===== src/rtl/fir_pkg.sv =====
// Shared FIR constants and the result-drain FSM state type.
package fir_pkg;

  localparam int DATA_WIDTH = 16;
  localparam int NUM_REGS   = 8;
  localparam int Q_FORMAT   = 8;
  localparam int SCALE      = 1 << Q_FORMAT;

  typedef enum logic {
    DRAIN_WARMUP = 1'b0,
    DRAIN_RUN    = 1'b1
  } drain_state_e;

endpackage


===== src/rtl/sync_fifo_fwft.sv =====
// First-word-fall-through FIFO: the head word is visible on rdata while empty is low.
module sync_fifo_fwft #(
  parameter int WIDTH = 16,
  parameter int DEPTH = 16
) (
  input  logic                     clk,
  input  logic                     rst,
  input  logic                     clear,
  input  logic                     push,
  input  logic                     pop,
  input  logic [WIDTH-1:0]         wdata,
  output logic [WIDTH-1:0]         rdata,
  output logic                     full,
  output logic                     empty,
  output logic [$clog2(DEPTH):0]   count
);

  localparam int AW = $clog2(DEPTH);

  logic [WIDTH-1:0] mem [DEPTH];
  logic [AW:0]      wr_ptr;
  logic [AW:0]      rd_ptr;
  logic             do_push;
  logic             do_pop;

  assign empty   = (wr_ptr == rd_ptr);
  assign full    = (wr_ptr[AW-1:0] == rd_ptr[AW-1:0]) && (wr_ptr[AW] != rd_ptr[AW]);
  assign count   = wr_ptr - rd_ptr;
  assign do_pop  = pop && !empty;
  assign do_push = push && (!full || do_pop);
  assign rdata   = empty ? '0 : mem[rd_ptr[AW-1:0]];

  // Pointer update; clear wins over any push or pop in the same cycle.
  always_ff @(posedge clk or posedge rst) begin
    if (rst) begin
      wr_ptr <= '0;
      rd_ptr <= '0;
    end else if (clear) begin
      wr_ptr <= '0;
      rd_ptr <= '0;
    end else begin
      if (do_push) wr_ptr <= wr_ptr + 1'b1;
      if (do_pop)  rd_ptr <= rd_ptr + 1'b1;
    end
  end

  // Storage write; a push into a full FIFO only lands when the head is leaving.
  always_ff @(posedge clk) begin
    if (do_push && !clear) mem[wr_ptr[AW-1:0]] <= wdata;
  end

endmodule


===== src/rtl/fir_result_drain.sv =====
// Consumes FIR results: skips warm-up outputs, decimates, buffers in a FWFT FIFO.
module fir_result_drain #(
  parameter int DATA_WIDTH = fir_pkg::DATA_WIDTH,
  parameter int NUM_REGS   = fir_pkg::NUM_REGS,
  parameter int WARMUP     = NUM_REGS - 1,
  parameter int DEPTH      = 16,
  parameter int DECIM_W    = 4,
  parameter int CNT_W      = 8
) (
  input  logic                       clk,
  input  logic                       rst,
  input  logic                       clear,
  input  logic [DATA_WIDTH-1:0]      macResult,
  input  logic                       resultIsValid,
  input  logic [DECIM_W-1:0]         decimFactor,
  output logic [DATA_WIDTH-1:0]      outData,
  output logic                       outValid,
  input  logic                       outReady,
  output logic [$clog2(DEPTH):0]     fifoCount,
  output logic [CNT_W-1:0]           dropCount,
  output logic                       overflow
);

  import fir_pkg::*;

  localparam int WW = (WARMUP > 1) ? $clog2(WARMUP) : 1;
  localparam drain_state_e START = (WARMUP == 0) ? DRAIN_RUN : DRAIN_WARMUP;

  drain_state_e      state;
  drain_state_e      state_nxt;
  logic [WW-1:0]     warm_cnt;
  logic [DECIM_W-1:0] decim_q;
  logic [DECIM_W-1:0] decim_cnt;
  logic              in_run;
  logic              decim_wrap;
  logic              keep;
  logic              push;
  logic              pop;
  logic              drop;
  logic              fifo_full;
  logic              fifo_empty;

  assign in_run     = (state == DRAIN_RUN);
  assign decim_wrap = (decim_q <= DECIM_W'(1)) || (decim_cnt == decim_q - 1'b1);
  assign keep       = resultIsValid && in_run && (decim_cnt == '0) && !clear;
  assign outValid   = !fifo_empty;
  assign pop        = outValid && outReady;
  assign push       = keep && (!fifo_full || pop);
  assign drop       = keep && fifo_full && !pop;

  // FSM state register.
  always_ff @(posedge clk or posedge rst) begin
    if (rst) state <= START;
    else     state <= state_nxt;
  end

  // Next state: leave warm-up as the last discarded result is consumed.
  always_comb begin
    state_nxt = state;
    if (clear) begin
      state_nxt = START;
    end else if (state == DRAIN_WARMUP && resultIsValid && warm_cnt == WW'(WARMUP - 1)) begin
      state_nxt = DRAIN_RUN;
    end
  end

  // Count discarded warm-up results.
  always_ff @(posedge clk or posedge rst) begin
    if (rst)                                       warm_cnt <= '0;
    else if (clear)                                warm_cnt <= '0;
    else if (state == DRAIN_WARMUP && resultIsValid) warm_cnt <= warm_cnt + 1'b1;
  end

  // Decimation phase; a new factor restarts the phase so the next result is kept.
  always_ff @(posedge clk or posedge rst) begin
    if (rst) begin
      decim_q   <= '0;
      decim_cnt <= '0;
    end else if (clear) begin
      decim_q   <= '0;
      decim_cnt <= '0;
    end else begin
      decim_q <= decimFactor;
      if (decimFactor != decim_q)        decim_cnt <= '0;
      else if (in_run && resultIsValid)  decim_cnt <= decim_wrap ? '0 : decim_cnt + 1'b1;
    end
  end

  // Drop accounting: saturating counter plus sticky overflow flag.
  always_ff @(posedge clk or posedge rst) begin
    if (rst) begin
      dropCount <= '0;
      overflow  <= 1'b0;
    end else if (clear) begin
      dropCount <= '0;
      overflow  <= 1'b0;
    end else if (drop) begin
      if (dropCount != '1) dropCount <= dropCount + 1'b1;
      overflow <= 1'b1;
    end
  end

  sync_fifo_fwft #(
    .WIDTH (DATA_WIDTH),
    .DEPTH (DEPTH)
  ) u_fifo (
    .clk   (clk),
    .rst   (rst),
    .clear (clear),
    .push  (push),
    .pop   (pop),
    .wdata (macResult),
    .rdata (outData),
    .full  (fifo_full),
    .empty (fifo_empty),
    .count (fifoCount)
  );

endmodule


===== config.mk =====
export PLATFORM = sky130hd
export DESIGN_NAME = fir_result_drain
export DESIGN_NICKNAME = d
export VERILOG_FILES = /design/src/rtl/fir_pkg.sv /design/src/rtl/sync_fifo_fwft.sv /design/src/rtl/fir_result_drain.sv
export SDC_FILE = /design/constraint.sdc
export NUM_CORES = 1
export LEC_CHECK = 0
export CORE_UTILIZATION = 32
export CTS_CLUSTER_DIAMETER = 50
export DETAILED_ROUTE_END_ITERATION = 8
export PLACE_DENSITY = 0.54
export RECOVER_POWER = 25
export SLEW_MARGIN = 15
export SYNTH_ARGS = -nofsm -noshare
export SYNTH_HDL_FRONTEND = slang
export SYNTH_HIERARCHICAL = 1
export SYNTH_SLANG_ARGS = --single-unit

===== constraint.sdc =====
create_clock -name clk -period 12.27 [get_ports clk]
set_clock_uncertainty 0.15 [all_clocks]
set_input_delay 1.227 -clock clk [delete_from_list [all_inputs] [get_ports clk]]
set_output_delay 1.227 -clock clk [all_outputs]
set_load 0.01 [all_outputs]

Yosys cells after proc, flatten, opt, wreduce, memory -nomap -nowiden
Memory sizes are Yosys's and may differ from the RTL's.
Cells that the tools add are included.

storage, ports and cells
  memory bits (writable) = 256
  logic and storage cells = 75
  input port bits = 25
  memories kept = 1
  output and inout port bits = 31
  bits in registers = 31

cells by class
  bitwise logic cells = 1
  magnitude comparators = 1
  mux-type cells = 21
  add/subtract/negate cells = 7
  equality and inequality tests = 7
  reduce and logical (&&, ||, !) cells = 29

memories
  memory      words  width  rd ports  clocked after memory_dff  write ports  line                  RTL
  u_fifo.mem  16     16     1         0                         1            sync_fifo_fwft.sv:20  logic [WIDTH-1:0] mem [DEPTH];

operators with widths
  operator                                                                           count
  8-bit two-way mux                                                                  3
  4-bit two-way mux                                                                  5
  5-bit two-way mux                                                                  4
  16-bit two-way mux                                                                 1
  1-bit logical AND                                                                  13
  2-bit nonzero test                                                                 6
  5-bit by 1-bit adder with 5-bit output (second input constant)                     2
  8-bit by 1-bit adder with 8-bit output (second input constant)                     1
  4-bit equality test                                                                2
  8-bit != test (second input constant)                                              1
  1-bit two-way mux                                                                  6
  3-bit two-way mux                                                                  2
  5-bit equality test                                                                1
  5-bit subtractor                                                                   1
  4-bit by 1-bit adder with 4-bit output (second input constant)                     1
  4-bit by 1-bit less-or-equal comparator with 1-bit output (second input constant)  1
  1-bit logical NOT                                                                  4
  4-bit logical NOT                                                                  1
  4-bit != test                                                                      1
  4-bit by 1-bit subtractor with 4-bit output (second input constant)                1
  3-bit by 1-bit adder with 3-bit output (second input constant)                     1
  3-bit equality test (second input constant)                                        1
  1-bit logical OR                                                                   3
  3-bit nonzero test                                                                 1
  other kinds (3)                                                                    3

Logic depth before layout (Yosys ltp)
Gate-level depths: netlist of run 1.

  depth after elaboration = 9
  gate-level depth with buffers = 15
  gate-level depth less buffers = 11

By module
The synthesis of run 1 kept the hierarchy.

modules (own cells, without submodules)
  module            cells an instance  area each (um^2)  instances  sequential area each (um^2)
  sync_fifo_fwft    515                10593.9           1          7937.6
  fir_result_drain  132                1270.0            1          525.5

Least setup slack after synthesis of run 1
No wires, ideal clock.

  kind = reg-to-reg
  start point = register u_fifo.rd_ptr[3]
  end point = memory u_fifo.mem[0][0] (enable)
  buffers on the path = 4
  library setup time = 0.388 ns
  data required time = 11.732 ns
  period minus slack after synthesis = 4.096 ns
  path slack = 8.174 ns
  cell stages (with the launch flop) = 15
  data arrival time = 3.557 ns
  cells stage by stage = dfrtp_1 -> buf_2 -> buf_2 -> inv_2 -> buf_2 -> ha_1 -> nand4_1 -> or2_2 -> buf_4 -> inv_1 -> nand2b_1 -> a21oi_1 -> o31ai_1 -> or3_1 -> nor2_1

on the way
  word-level cells in the longest chain between the ends = 9
  elaborated cells on any way between the ends = 14
  classes of those cells = eq/ne: 2; mux: 2; reduce/logical: 10

RTL lines
  what                                     line                    RTL
  from (decl)                              sync_fifo_fwft.sv:22    logic [AW:0] rd_ptr;
  from (signal assigned)                   sync_fifo_fwft.sv:43    if (do_pop) rd_ptr <= rd_ptr + 1'b1;
  5-bit equality test                      sync_fifo_fwft.sv:26    assign empty = (wr_ptr == rd_ptr);
  named net fifo_empty                     fir_result_drain.sv:41  logic fifo_empty;
  1-bit logical NOT                        fir_result_drain.sv:46  assign outValid = !fifo_empty;
  1-bit logical AND                        fir_result_drain.sv:47  assign pop = outValid && outReady;
  1-bit logical OR                         fir_result_drain.sv:48  assign push = keep && (!fifo_full || pop);
  1-bit logical AND                        fir_result_drain.sv:48
  named net push                           fir_result_drain.sv:37  logic push;
  1-bit logical AND                        sync_fifo_fwft.sv:30    assign do_push = push && (!full || do_pop);
  1-bit logical AND                        sync_fifo_fwft.sv:49    if (do_push && !clear) mem[wr_ptr[AW-1:0]] <= wdata;
  1-bit two-way mux                        sync_fifo_fwft.sv:49
  1-bit two-way mux (implied by the code)  sync_fifo_fwft.sv:49
  to (decl)                                sync_fifo_fwft.sv:20

The timed path passes the listed nets, and every way through them passes these cells.

Worst setup path in the final report of run 1
  start point = register u_fifo.rd_ptr[3]
  end point = output outData[14]

on the way
  word-level cells in the longest chain between the ends = 2
  elaborated cells on any way between the ends = 3
  classes of those cells = eq/ne: 1; mux: 1; memory: 1

RTL lines
  what                  line                    RTL
  5-bit equality test   sync_fifo_fwft.sv:26
  named net fifo_empty  fir_result_drain.sv:41
  16-bit two-way mux    sync_fifo_fwft.sv:31    assign rdata = empty ? '0 : mem[rd_ptr[AW-1:0]];
  to (decl)             fir_result_drain.sv:16  output logic [DATA_WIDTH-1:0] outData,

The timed path passes the listed nets, and every way through them passes these cells.

==> PnR_summary.wiki, run 1 <==
{| class="wikitable"
! Metric !! Value
|-
| Status || complete, no violations
|-
| Proportion of synthesized flip-flops having asynchronous set or reset || 10.8%
|-
| Final net count || 758
|-
| Root Buffer Master || sky130_fd_sc_hd__clkbuf_16
|-
| Routed WL || 26.5 mm
|-
| Initial antenna violation count || 0
|-
| Predominant post-synthesis flop cell || sky130_fd_sc_hd__edfxtp_1
|-
| Total design power || 2.02 mW
|-
| Number of maximum-capacitance constraint violations || 0
|-
| Total I/O pin count || 56
|-
| R2R depth || 11
|-
| TritonCTS clock tree || done
|-
| Final non-filler cell area || 13900 µm²
|-
| Area share of the largest cell type after synthesis || 64.8%
|-
| Startpoint of the lowest-slack hold path || dropCount[6]
|-
| EDFF count, synth || 256
|-
| Clock buffers created by TritonCTS || 35
|-
| Average instance area after synthesis || 18.3 µm²
|-
| Total GRT Usage || 14.3%
|-
| Synth top area cells || sky130_fd_sc_hd__edfxtp_1, sky130_fd_sc_hd__mux4_2, sky130_fd_sc_hd__dfrtp_1
|-
| Adder-cell share of the synthesized area || 1.86%
|-
| Launching instance or port of the critical path || u_fifo/rd_ptr[3]
|-
| Proportion of layout cells with a drive suffix above 1 || 20.9%
|-
| Insertion delay to the later sink of the worst-skew pair || 0.50 ns
|-
| Yosys reg bits || 287
|-
| Core Rows || 70
|-
| Number of nets with antenna violations after detailed routing || 0
|-
| Residual DRC || 0
|-
| Syn-to-layout area delta || 17.5%
|-
| Worst hold path depth || 1
|-
| Number of input and output port buffers inserted || 55
|-
| First-pass GRT wire length || 39.6 mm
|-
| Starting Density || 32.5%
|-
| Maximum number of pins on one net before global-route repair || 59
|-
| Initial DRC Count || 465
|-
| Dpl hpwl || 16.6 mm
|-
| Element type at the critical path start || register
|-
| Sequential fraction of the synthesis area || 71.3%
|-
| Final hold violations || 0
|-
| Clock transition at the register clock pins on the worst setup and hold paths after CTS || 0.06 ns
|-
| Endpoint type of the worst setup path || output port
|-
| Min-Delay Path Class || register to register
|-
| Fraction of synthesized area in multiplexers || 15.0%
|-
| Mapped Nets || 689
|-
| Num Clock Sinks || 287
|-
| Worst setup timing slack at the placement stage || 7.40 ns
|-
| Largest voltage drop on the vdd net || 0.0665 mV
|-
| Fin. max-slew vios || 0
|-
| Worst setup margin || 6.92 ns
|-
| Main combinational cell family by area after synthesis || multiplexers
|-
| Max Freq || 187 MHz
|-
| Fraction of the mapped netlist area in compound gates || 3.46%
|-
| Total leakage power || 4.49 nW
|-
| Cell count after synthesis || 647
|-
| Pwr per Cell Area || 145 nW/µm²
|-
| Synth area leader || sky130_fd_sc_hd__edfxtp_1
|-
| Area share of and/or/nand/nor cells after synthesis || 4.69%
|-
| Max-Slew Margin vs Limit || 6.56%
|-
| Total standard cell area after synthesis || 11900 µm²
|-
| Die Span Y || 195 µm
|-
| Maximum level of the CTS H-tree || 2
|-
| Drt via density || 5.00
|-
| Total via count after detailed routing || 6041
|-
| Die area || 37800 µm²
|-
| Reg-to-reg critical path startpoint || u_fifo/rd_ptr[3]
|-
| Number of global-route vias before repair || 6155
|-
| Routed WL per cell || 21.9 µm
|-
| Count of warnings emitted by yosys || 6
|-
| Setup_tns || 0 ns
|-
| Kind of critical path || register to output port
|-
| Area share of xor/xnor cells in the synthesized design || 1.67%
|-
| Global route total overflow || 0
|-
| Core outline area || 36500 µm²
|-
| Count of unique library cells instantiated by Yosys || 51
|-
| Required @ worst endpoint || 10.89 ns
|-
| Global placer's final weighted congestion || 0.795
|-
| CTS hold repair buffers || 0
|-
| Max Fanout on Critical Path || 37
|-
| Buffer depth of the longest clock path || 3
|-
| Pin slew with the least headroom to its limit || 1.40 ns
|-
| Unrepaired setup endpoints after global routing || no
|-
| Final worst path period need || 5.35 ns
|-
| Setup repair bufs after CTS || 0
|-
| Area post-placement || 12900 µm²
|-
| Count of inserted antenna diode cells || 0
|-
| Worst hold slack across all endpoints || 0.360 ns
|-
| Die X || 195 µm
|-
| Number of detailed-route iterations in the first pass || 5
|-
| Total of cells resized after clock tree synthesis || 0
|-
| Final setup violation count || 0
|-
| Data arrival at the endpoint of the critical path || 3.97 ns
|-
| Crit share post-route || 43.6%
|}
-- state kept, by name (all words and copies together), names as in the netlist --
signal / count
in_run: 1
warm_cnt: 3
overflow: 1
u_fifo/rd_ptr: 5
u_fifo/wr_ptr: 5
dropCount: 8
decim_q: 4
u_fifo/mem: 256
decim_cnt: 4
-- where the power goes --
group	switching [mW]	internal, mW	total [mW]
registers	0.00166	1.07	1.07
clock network	0.389	0.527	0.917
logic	0.0250	0.0107	0.0357
total	0.416	1.60	2.02
-- area by class of cell --
cell class / count / area, µm²
flip-flops and latches: 287 / 8470
clock inverters: 20 / 120
well taps: 468 / 586
repair buffers: 60 / 584
clock buffers: 41 / 898
inverters: 21 / 78.8
multi-input cells: 311 / 3210
fillers: 3306 / 22600
-- synthesized netlist by cell type (all sizes together) (2+ instances only) --
library cell and n:
edfxtp 256, mux4 63, a21oi 32, nor2 32, dfrtp 31, o21ai 23, buf 22, inv 21
mux2i 19, ha 16, mux2 15, nand2 14, nand3 14, xnor2 10, xor2 10, or3 9
nor3 8, clkbuf 6, nand2b 5, nor2b 5, a21o 3, and4 3, nand3b 3, nand4 3
o311ai 3, nor4 2, o2111ai 2, o31ai 2, o41ai 2, or4 2
-- logic make-up (layout without fill, tap and decap cells) --
family,count (synthesis),count (layout)
AO/OA/AOI/OAI,72,72
XOR/XNOR,21,21
flip-flops,287,287
AND/OR/NAND/NOR,104,104
adder cells (fa/ha/maj),17,17
buffers and inverters,49,142
multiplexers,97,97
-- critical path: stages (launching register included) --
cell                              delay, ns
sky130_fd_sc_hd__dfrtp_1               0.32
sky130_fd_sc_hd__buf_4                 0.44
sky130_fd_sc_hd__inv_2                 0.38
sky130_fd_sc_hd__ha_1                  0.42
sky130_fd_sc_hd__nand4_1               0.27
sky130_fd_sc_hd__or2_2                 0.37
sky130_fd_sc_hd__inv_1                 0.12
sky130_fd_sc_hd__or3_1                 0.39
sky130_fd_sc_hd__o22ai_1               0.17
sky130_fd_sc_hd__clkdlybuf4s50_1       0.59
-- placed cells by master (no fill, tap or decap), types with 19 or more instances in the layout --
master and instances:
sky130_fd_sc_hd__a21oi_1 32, sky130_fd_sc_hd__clkbuf_16 35, sky130_fd_sc_hd__clkdlybuf4s50_1 45, sky130_fd_sc_hd__dfrtp_1 29, sky130_fd_sc_hd__edfxtp_1 256, sky130_fd_sc_hd__inv_1 20
sky130_fd_sc_hd__mux2i_1 19, sky130_fd_sc_hd__mux4_2 63, sky130_fd_sc_hd__o21ai_0 20
-- metal layers --
layer,wire [µm],global-route usage (%),up-vias,part of all wire (%)
li1,-,-,2729,-
met1,12500,21.1,3110,47
met2,11800,21.6,167,45
met3,1670,2.46,35,6.3
met4,430,3.67,0,1.6
met5,0,0,-,0
-- path summary, 6_finish.rpt --
check / end / slack [ns]
worst max-delay path: outData[14] / 6.92
worst min-delay path: dropCount[6] / 0.36
worst max register to register: u_fifo/mem[3][14] / 7.39
worst min register to register: dropCount[6] / 0.36
max in group asynchronous: decim_q[1] / 10.24
min in group asynchronous: u_fifo/rd_ptr[0] / 1.06
-- metrics by stage --
| step | instances | utilization [%] |
|---|---|---|
| final | 1208 | 38.2 |
| after global placement | 1147 | 35.4 |
| after detailed placement | 1147 | 35.4 |
| after global routing | 1208 | 38.2 |
| after floorplan | 647 | - |
| after CTS | 1208 | 38.2 |
No activity file was read; power rests on OpenSTA's default activity.
==> inputs of run 2 (changes only) <==
--- a/config.mk
+++ b/config.mk
@@ -8,7 +8,7 @@
 export CORE_UTILIZATION = 32
 export CTS_CLUSTER_DIAMETER = 50
 export DETAILED_ROUTE_END_ITERATION = 8
-export PLACE_DENSITY = 0.54
+export PLACE_DENSITY = 0.55
 export RECOVER_POWER = 25
 export SLEW_MARGIN = 15
 export SYNTH_ARGS = -nofsm -noshare
==> constraint.sdc (replaced) <==
create_clock -name clk -period 4.9 [get_ports clk]
set_clock_uncertainty 0.15 [all_clocks]
set_input_delay 0.49 -clock clk [delete_from_list [all_inputs] [get_ports clk]]
set_output_delay 0.49 -clock clk [all_outputs]
set_load 0.01 [all_outputs]
==> PnR_summary.wiki, run 2 (synthesized netlist as in run 1, its figures left out) <==
{| class="wikitable"
! Metric !! Value
|-
| Global-route track usage on met1 || 21.9% (+0.80 points)
|-
| Final net count || 779 (+2.8%)
|-
| Initial DRC Count || 391 (-16%)
|-
| Total design power || 5.26 mW (+160%)
|-
| Total via count after detailed routing || 6159 (+2.0%)
|-
| Root Buffer Master || sky130_fd_sc_hd__clkbuf_16
|-
| Combinational group share of total power || 1.5% (-0.3 points)
|-
| Die area || 37800 µm² (unchanged)
|-
| Total I/O pin count || 56 (unchanged)
|-
| Global placer's final weighted congestion || 0.780 (-1.9%)
|-
| Crit path buf inv count || 3 (-1)
|-
| Max Freq || 231 MHz
|-
| First-pass GRT wire length || 41.6 mm (+4.9%)
|-
| Endpoint type of the worst setup path || output port
|-
| Final setup violation count || 0 (unchanged)
|-
| Setup repair bufs after CTS || 0 (unchanged)
|-
| Most frequent standard cell in the layout excluding fill and tap cells || sky130_fd_sc_hd__edfxtp_1
|-
| Drt via density || 5.00 (about the same)
|-
| Crit share post-route || 88.4%
|-
| Largest voltage drop on the vdd net || 0.309 mV (+370%)
|-
| Proportion of power drawn by flip-flops and latches || 50.8% (-2.1 points)
|-
| Fraction of met3 tracks used by global routing || 2.83% (+0.36 points)
|-
| Insertion delay to the later sink of the worst-skew pair || 0.51 ns (about the same)
|-
| Min-Delay Path Class || input port to async pin
|-
| Total of cells resized after clock tree synthesis || 0 (unchanged)
|-
| Status || complete, no violations
|-
| Post-layout utilization of the core || 38.9% (+0.76 points)
|-
| Fin. max-slew vios || 0 (unchanged)
|-
| Required @ worst endpoint || 4.26 ns (-6.63 ns)
|-
| Setup_tns || 0 ns (unchanged)
|-
| Number of flip-flops under the largest register name || 256 (unchanged)
|-
| Clock transition at the register clock pins on the worst setup and hold paths after CTS || 0.06 ns (about the same)
|-
| Max Fanout on Critical Path || 49 (+32%)
|-
| Die Span Y || 195 µm (unchanged)
|-
| Element type at the critical path start || register
|-
| Global route total overflow || 0 (unchanged)
|-
| Worst hold slack across all endpoints || 0.322 ns (-0.0382 ns)
|-
| Maximum number of pins on one net before global-route repair || 50 (-15%)
|-
| Layer with the highest usage after global routing || met2
|-
| Max-Slew Margin vs Limit || 43.7% (+37 points)
|-
| Routed WL || 27.1 mm (+2.4%)
|-
| Largest stage delay, worst path || 0.73 ns (+0.14 ns)
|-
| Cell-internal power || 4.18 mW (+160%)
|-
| Number of input and output port buffers inserted || 55 (unchanged)
|-
| Critical Path Most Common Cell || sky130_fd_sc_hd__buf_4
|-
| Filler cells || 3350 (+1.3%)
|-
| Residual DRC || 0 (unchanged)
|-
| Die X || 195 µm (unchanged)
|-
| Core outline area || 36500 µm² (unchanged)
|-
| Kind of critical path || register to output port
|-
| Critical Path Slowest Stage Cell || sky130_fd_sc_hd__buf_4
|-
| Pwr per Cell Area || 370 nW/µm² (+160%)
|-
| Maximum level of the CTS H-tree || 2 (unchanged)
|-
| List of cells traversed by the critical path || buf_4, buf_4, mux4_2, mux2_2, o21ai_0, a21oi_1, clkdlybuf4s50_1
|-
| Pin slew with the least headroom to its limit || 0.845 ns (-0.557 ns)
|-
| Clock buffers created by TritonCTS || 35 (unchanged)
|-
| Initial antenna violation count || 0 (unchanged)
|-
| Syn-to-layout area delta || 19.9%
|-
| Data arrival at the endpoint of the critical path || 3.69 ns (-0.28 ns)
|-
| Proportion of layout cells with a drive suffix above 1 || 24.1% (+3.1 points)
|-
| Number of maximum-capacitance constraint violations || 0 (unchanged)
|-
| Starting Density || 32.5% (unchanged)
|-
| Number of global-route vias before repair || 6479 (+5.3%)
|-
| Dpl hpwl || 16.0 mm (-3.7%)
|-
| Cell type group with the largest total delay on the critical path || buffers and inverters
|-
| Share of total power consumed by net switching || 20.6% (+0.025 points)
|-
| CTS hold repair buffers || 0 (unchanged)
|-
| Core Rows || 70 (unchanged)
|-
| Final hold violations || 0 (unchanged)
|-
| Proportion of power drawn by the clock network || 47.7% (+2.3 points)
|-
| Total GRT Usage || 14.8% (+0.52 points)
|-
| Count of inserted antenna diode cells || 0 (unchanged)
|-
| Global Route met2 Usage || 22.2% (+0.60 points)
|-
| Net switching power of the design || 1.09 mW (+160%)
|-
| Unrepaired setup endpoints after global routing || no
|-
| TritonCTS clock tree || done
|-
| Total leakage power || 4.68 nW (+4.1%)
|-
| Commonest cells after routing, fill and taps aside || sky130_fd_sc_hd__edfxtp_1, sky130_fd_sc_hd__mux4_2, sky130_fd_sc_hd__clkdlybuf4s50_1
|-
| Number of nets with antenna violations after detailed routing || 0 (unchanged)
|-
| Number of detailed-route iterations in the first pass || 4 (-1)
|-
| Final worst path period need || 4.33 ns
|-
| Routed WL per cell || 22.0 µm (+0.39%)
|-
| Num Clock Sinks || 287 (unchanged)
|-
| Buffer depth of the longest clock path || 3 (unchanged)
|}
## run 2: changes by cell type in the layout (fill, tap and decap cells not counted), sizes merged
cell and change:
buf +22, bufinv +2, clkbuf +1, clkinv +1, clkinvlp -3, inv +1
## run 2: stage by stage
stage | cell area, µm² | setup slack (ns) | instances
3_3_place_gp | 13100 | 1.01 | 1168
3_5_place_dp | 13100 | 1.05 | 1168
2_1_floorplan | 11900 | 0.804 | 647
6_report | 14200 | 0.568 | 1232
5_1_grt | 14200 | 0.323 | 1232
4_1_cts | 14200 | 0.483 | 1232
## run 2: final timing paths
check	endpoint	start	depth (start not counted)	slack, ns
setup / recovery	outData[6]	u_fifo/rd_ptr[1]	7	0.57
hold / removal	u_fifo/wr_ptr[2]	rst	2	0.32
setup reg to reg	u_fifo/mem[1][0]	u_fifo/wr_ptr[2]	11	1.10
hold reg to reg	overflow	overflow	1	0.34
max in group asynchronous	dropCount[6]	rst	2	3.61
min in group clk	overflow	overflow	1	0.34
## run 2: per-layer routing
metal	vias up	wire length, µm
met3	27	1400
li1	2769	-
met1	3229	13000
met2	134	12300
met5	-	0
met4	0	340
## run 2: power by group through the flow
stage	logic, mW	registers, mW	clock network, mW
after floorplan	0.0245	2.72	0
after global placement	0.0805	2.72	0
after detailed placement	0.0821	2.72	0
after CTS	0.0822	2.67	2.58
after global routing	0.0883	2.67	2.67
final	0.0781	2.67	2.51
## run 2: worst register-to-register path, delay by kind of cell (launching register included)
kind	cells	cell delay (ns)
AO/OA/AOI/OAI	2	0.38
adder cells (fa/ha/maj)	1	0.40
flip-flops	1	0.46
buffers and inverters	3	0.55
AND/OR/NAND/NOR	5	1.56
## run 2: area by class of cell
| cell class | count | area [µm²] | area share, % |
|---|---|---|---|
| clock buffers | 43 | 927 | 6.52 |
| repair buffers | 81 | 746 | 5.24 |
| well taps | 468 | 586 | 4.12 |
| multi-input cells | 311 | 3210 | 22.6 |
| clock inverters | 21 | 206 | 1.45 |
| inverters | 21 | 78.8 | 0.554 |
| flip-flops and latches | 287 | 8470 | 59.6 |
==> inputs of run 3 (changes only) <==
--- a/config.mk
+++ b/config.mk
@@ -13,5 +13,4 @@
 export SLEW_MARGIN = 15
 export SYNTH_ARGS = -nofsm -noshare
 export SYNTH_HDL_FRONTEND = slang
-export SYNTH_HIERARCHICAL = 1
 export SYNTH_SLANG_ARGS = --single-unit
==> constraint.sdc (replaced) <==
create_clock -name clk -period 4.9 [get_ports clk]
set_clock_uncertainty 0.15 [all_clocks]
set_input_delay 0.735 -clock clk [delete_from_list [all_inputs] [get_ports clk]]
set_output_delay 0.735 -clock clk [all_outputs]
set_load 0.01 [all_outputs]
==> PnR_summary.wiki, run 3 <==
{| class="wikitable"
! Metric !! Value
|-
| Core outline area || 35800 µm² (-1.9%)
|-
| Most frequent cells after synthesis || sky130_fd_sc_hd__edfxtp_1, sky130_fd_sc_hd__mux4_2, sky130_fd_sc_hd__mux2i_1, sky130_fd_sc_hd__dfrtp_1, sky130_fd_sc_hd__nor2_1
|-
| Num Clock Sinks || 287 (unchanged)
|-
| Setup repair bufs after CTS || 0 (unchanged)
|-
| Average instance area after synthesis || 18.9 µm² (+3.0%)
|-
| Synth top area cells || sky130_fd_sc_hd__edfxtp_1, sky130_fd_sc_hd__mux4_2, sky130_fd_sc_hd__dfrtp_1
|-
| Global placer's final weighted congestion || 0.796 (+1.9%)
|-
| Insertion delay to the later sink of the worst-skew pair || 0.50 ns (about the same)
|-
| Yosys reg bits || 287 (unchanged)
|-
| Area share of xor/xnor cells in the synthesized design || 1.46% (-0.21 points)
|-
| Cell count after synthesis || 621 (-4.0%)
|-
| Routed WL per cell || 21.4 µm (-3.0%)
|-
| Total leakage power || 4.74 nW (+1.3%)
|-
| Maximum level of the CTS H-tree || 2 (unchanged)
|-
| Count of unique library cells instantiated by Yosys || 46 (-9.8%)
|-
| Number of detailed-route iterations in the first pass || 8 (+4)
|-
| Reg-to-reg critical path startpoint || u_fifo.wr_ptr[2]
|-
| Total GRT Usage || 14.0% (-0.78 points)
|-
| Kind of critical path || register to output port
|-
| Drt via density || 5.01 (+0.22%)
|-
| Proportion of layout cells with a drive suffix above 1 || 22.9% (-1.2 points)
|-
| Maximum number of pins on one net before global-route repair || 69 (+38%)
|-
| Max-Slew Margin vs Limit || 2.12% (-42 points)
|-
| Total I/O pin count || 56 (unchanged)
|-
| Required @ worst endpoint || 4.01 ns (-0.25 ns)
|-
| Most common cell in the synthesized netlist || sky130_fd_sc_hd__edfxtp_1
|-
| Largest voltage drop on the vdd net || 0.184 mV (-40%)
|-
| Fraction of the mapped netlist area in compound gates || 2.52% (-0.94 points)
|-
| Area share of and/or/nand/nor cells after synthesis || 4.34% (-0.35 points)
|-
| Most frequent standard cell in the layout excluding fill and tap cells || sky130_fd_sc_hd__edfxtp_1
|-
| Number of flip-flops under the largest register name || 256 (unchanged)
|-
| Number of input and output port buffers inserted || 55 (unchanged)
|-
| Initial DRC Count || 409 (+4.6%)
|-
| Dpl hpwl || 14.1 mm (-12%)
|-
| Core Rows || 69 (-1.4%)
|-
| Filler cells || 3197 (-4.6%)
|-
| Initial antenna violation count || 1 (+1)
|-
| CTS hold repair buffers || 0 (unchanged)
|-
| Setup_tns || 0 ns (unchanged)
|-
| Final net count || 751 (-3.6%)
|-
| Hold Path End || dropCount[6]
|-
| Syn-to-layout area delta || 19.8% (about the same)
|-
| Number of global-route vias before repair || 6478 (-0.015%)
|-
| Worst hold slack across all endpoints || 0.384 ns (+0.0626 ns)
|-
| Total of cells resized after clock tree synthesis || 0 (unchanged)
|-
| Global route total overflow || 0 (unchanged)
|-
| R2R depth || 7 (-4)
|-
| Sequential fraction of the synthesis area || 72.1% (+0.81 points)
|-
| Starting Density || 32.7% (+0.26 points)
|-
| Die Span Y || 193 µm (-0.55%)
|-
| Mapped Nets || 663 (-3.8%)
|-
| Number of maximum-capacitance constraint violations || 0 (unchanged)
|-
| Main combinational cell family by area after synthesis || multiplexers
|-
| Clock buffers created by TritonCTS || 35 (unchanged)
|-
| Clock transition at the register clock pins on the worst setup and hold paths after CTS || 0.06 ns (about the same)
|-
| Min-Delay Path Class || register to register
|-
| Crit share post-route || 91.7% (+3.3 points)
|-
| Max Fanout on Critical Path || 13 (-73%)
|-
| Max Freq || 222 MHz (-3.6%)
|-
| Reg-to-reg setup timing slack || 1.76 ns (+0.66 ns)
|-
| Final worst path period need || 4.50 ns (+0.163 ns)
|-
| Area share of the largest cell type after synthesis || 65.5% (+0.73 points)
|-
| Failing checks || DRC
|-
| TritonCTS clock tree || done
|-
| Count of warnings emitted by yosys || 0 (-6)
|-
| Root Buffer Master || sky130_fd_sc_hd__clkbuf_16
|-
| Final hold violations || 0 (unchanged)
|-
| Element type at the critical path start || register
|-
| Predominant post-synthesis flop cell || sky130_fd_sc_hd__edfxtp_1
|-
| Endpoint type of the worst setup path || output port
|-
| Routed WL || 25.5 mm (-5.8%)
|-
| Buffer depth of the longest clock path || 3 (unchanged)
|-
| Proportion of synthesized flip-flops having asynchronous set or reset || 10.8% (unchanged)
|-
| Data arrival at the endpoint of the critical path || 3.61 ns (-0.08 ns)
|-
| Pwr per Cell Area || 367 nW/µm² (-0.94%)
|-
| Fraction of synthesized area in multiplexers || 15.9% (+0.95 points)
|-
| Die area || 37400 µm² (-1.1%)
|-
| Commonest cells after routing, fill and taps aside || sky130_fd_sc_hd__edfxtp_1, sky130_fd_sc_hd__mux4_2, sky130_fd_sc_hd__clkdlybuf4s50_1
|-
| Total via count after detailed routing || 5992 (-2.7%)
|-
| First-pass GRT wire length || 39.3 mm (-5.5%)
|-
| Count of inserted antenna diode cells || 0 (unchanged)
|-
| Startpoint of the lowest-slack hold path || dropCount[6]
|-
| Die X || 193 µm (-0.55%)
|-
| Status || finished with violations
|-
| Number of nets with antenna violations after detailed routing || 0 (unchanged)
|-
| Final setup violation count || 0 (unchanged)
|-
| Total standard cell area after synthesis || 11700 µm² (-1.1%)
|-
| EDFF count, synth || 256 (unchanged)
|-
| Synth area leader || sky130_fd_sc_hd__edfxtp_1
|-
| Crit Reg-Reg Endpoint || u_fifo.mem[13][0]
|-
| Unrepaired setup endpoints after global routing || no
|-
| Adder-cell share of the synthesized area || 1.88% (+0.021 points)
|-
| Pin slew with the least headroom to its limit || 1.47 ns (+0.623 ns)
|-
| Residual DRC || 1 (+1)
|-
| Fin. max-slew vios || 0 (unchanged)
|-
| Worst hold path depth || 1
|}
run 3: cell count changes after synthesis, sizes merged, moves of 3 or more:
cell	before	now
o21ai	23	6
nand3	14	7
or3	9	2
a21oi	32	10
xor2	10	6
o311ai	3	0
mux2	15	6
buf	22	16
nand4	3	7
clkbuf	6	12
o22ai	1	17
nor2	32	27
mux2i	19	36
nor2b	5	10
run 3: kinds of logic (layout without fill, tap and decap cells):
family | count (synthesis) | after routing
AO/OA/AOI/OAI | 47 | 47
XOR/XNOR | 18 | 18
adder cells (fa/ha/maj) | 17 | 17
buffers and inverters | 47 | 161
flip-flops | 287 | 287
multiplexers | 106 | 106
AND/OR/NAND/NOR | 99 | 99
run 3: critical path: stages, from the launching register on:
cell,delay [ns]
sky130_fd_sc_hd__dfrtp_1,0.56
sky130_fd_sc_hd__ha_1,0.36
sky130_fd_sc_hd__and4_1,0.26
sky130_fd_sc_hd__nand2_1,0.15
sky130_fd_sc_hd__nand2_1,0.62
sky130_fd_sc_hd__o22ai_1,0.54
sky130_fd_sc_hd__clkdlybuf4s50_1,0.61
run 3: per-stage QoR:
stage	cells	setup slack, ns	util, %	total power [mW]	instance area (µm²)
finish	1196	0.405	39.2	5.15	14100
global route	1196	0.249	39.2	5.31	14100
detailed placement	1133	0.916	36.2	2.81	13000
CTS	1196	0.360	39.2	5.21	14100
global placement	1133	0.956	36.2	2.80	13000
floorplan	621	0.906	-	2.75	11700
run 3: worst max-delay path by stage:
| stage | from | to | slack [ns] | cells after the start |
|---|---|---|---|---|
| 2_1_floorplan | u_fifo.rd_ptr[1] | u_fifo.mem[3][0] | 0.91 | 9 |
| 3_3_place_gp | u_fifo.wr_ptr[2] | outData[14] | 0.96 | 6 |
| 3_5_place_dp | u_fifo.wr_ptr[2] | outData[14] | 0.92 | 6 |
| 4_1_cts | u_fifo.wr_ptr[2] | outData[14] | 0.36 | 6 |
| 5_1_grt | u_fifo.wr_ptr[2] | outData[14] | 0.25 | 6 |
| 6_report | u_fifo.wr_ptr[2] | outData[14] | 0.40 | 6 |
run 3: power breakdown:
part	leakage, nW	internal (mW)	switching (mW)
Sequential	2.72	2.67	0.00417
Clock	0.530	1.39	1.01
Combinational	1.49	0.0303	0.0526
Total	4.74	4.09	1.07
run 3: cell type report:
| type | count | area, µm² | area share [%] |
|---|---|---|---|
| Tap cell | 461 | 577 | 4.10 |
| Inverter | 19 | 71.3 | 0.507 |
| Sequential cell | 287 | 8470 | 60.2 |
| Timing Repair Buffer | 79 | 739 | 5.26 |
| Clock buffer | 39 | 891 | 6.34 |
| Multi-Input combinational cell | 287 | 3120 | 22.2 |
| Clock inverter | 24 | 196 | 1.40 |
run 3: metal layers:
layer  vias up  part of all wire [%]  track usage (%)
li1       2677                     -                -
met1      3152                    46             18.7
met2       123                    48             23.4
met3        38                   3.8             2.51
met4         2                   2.0             4.09
met5         -                 0.067                0
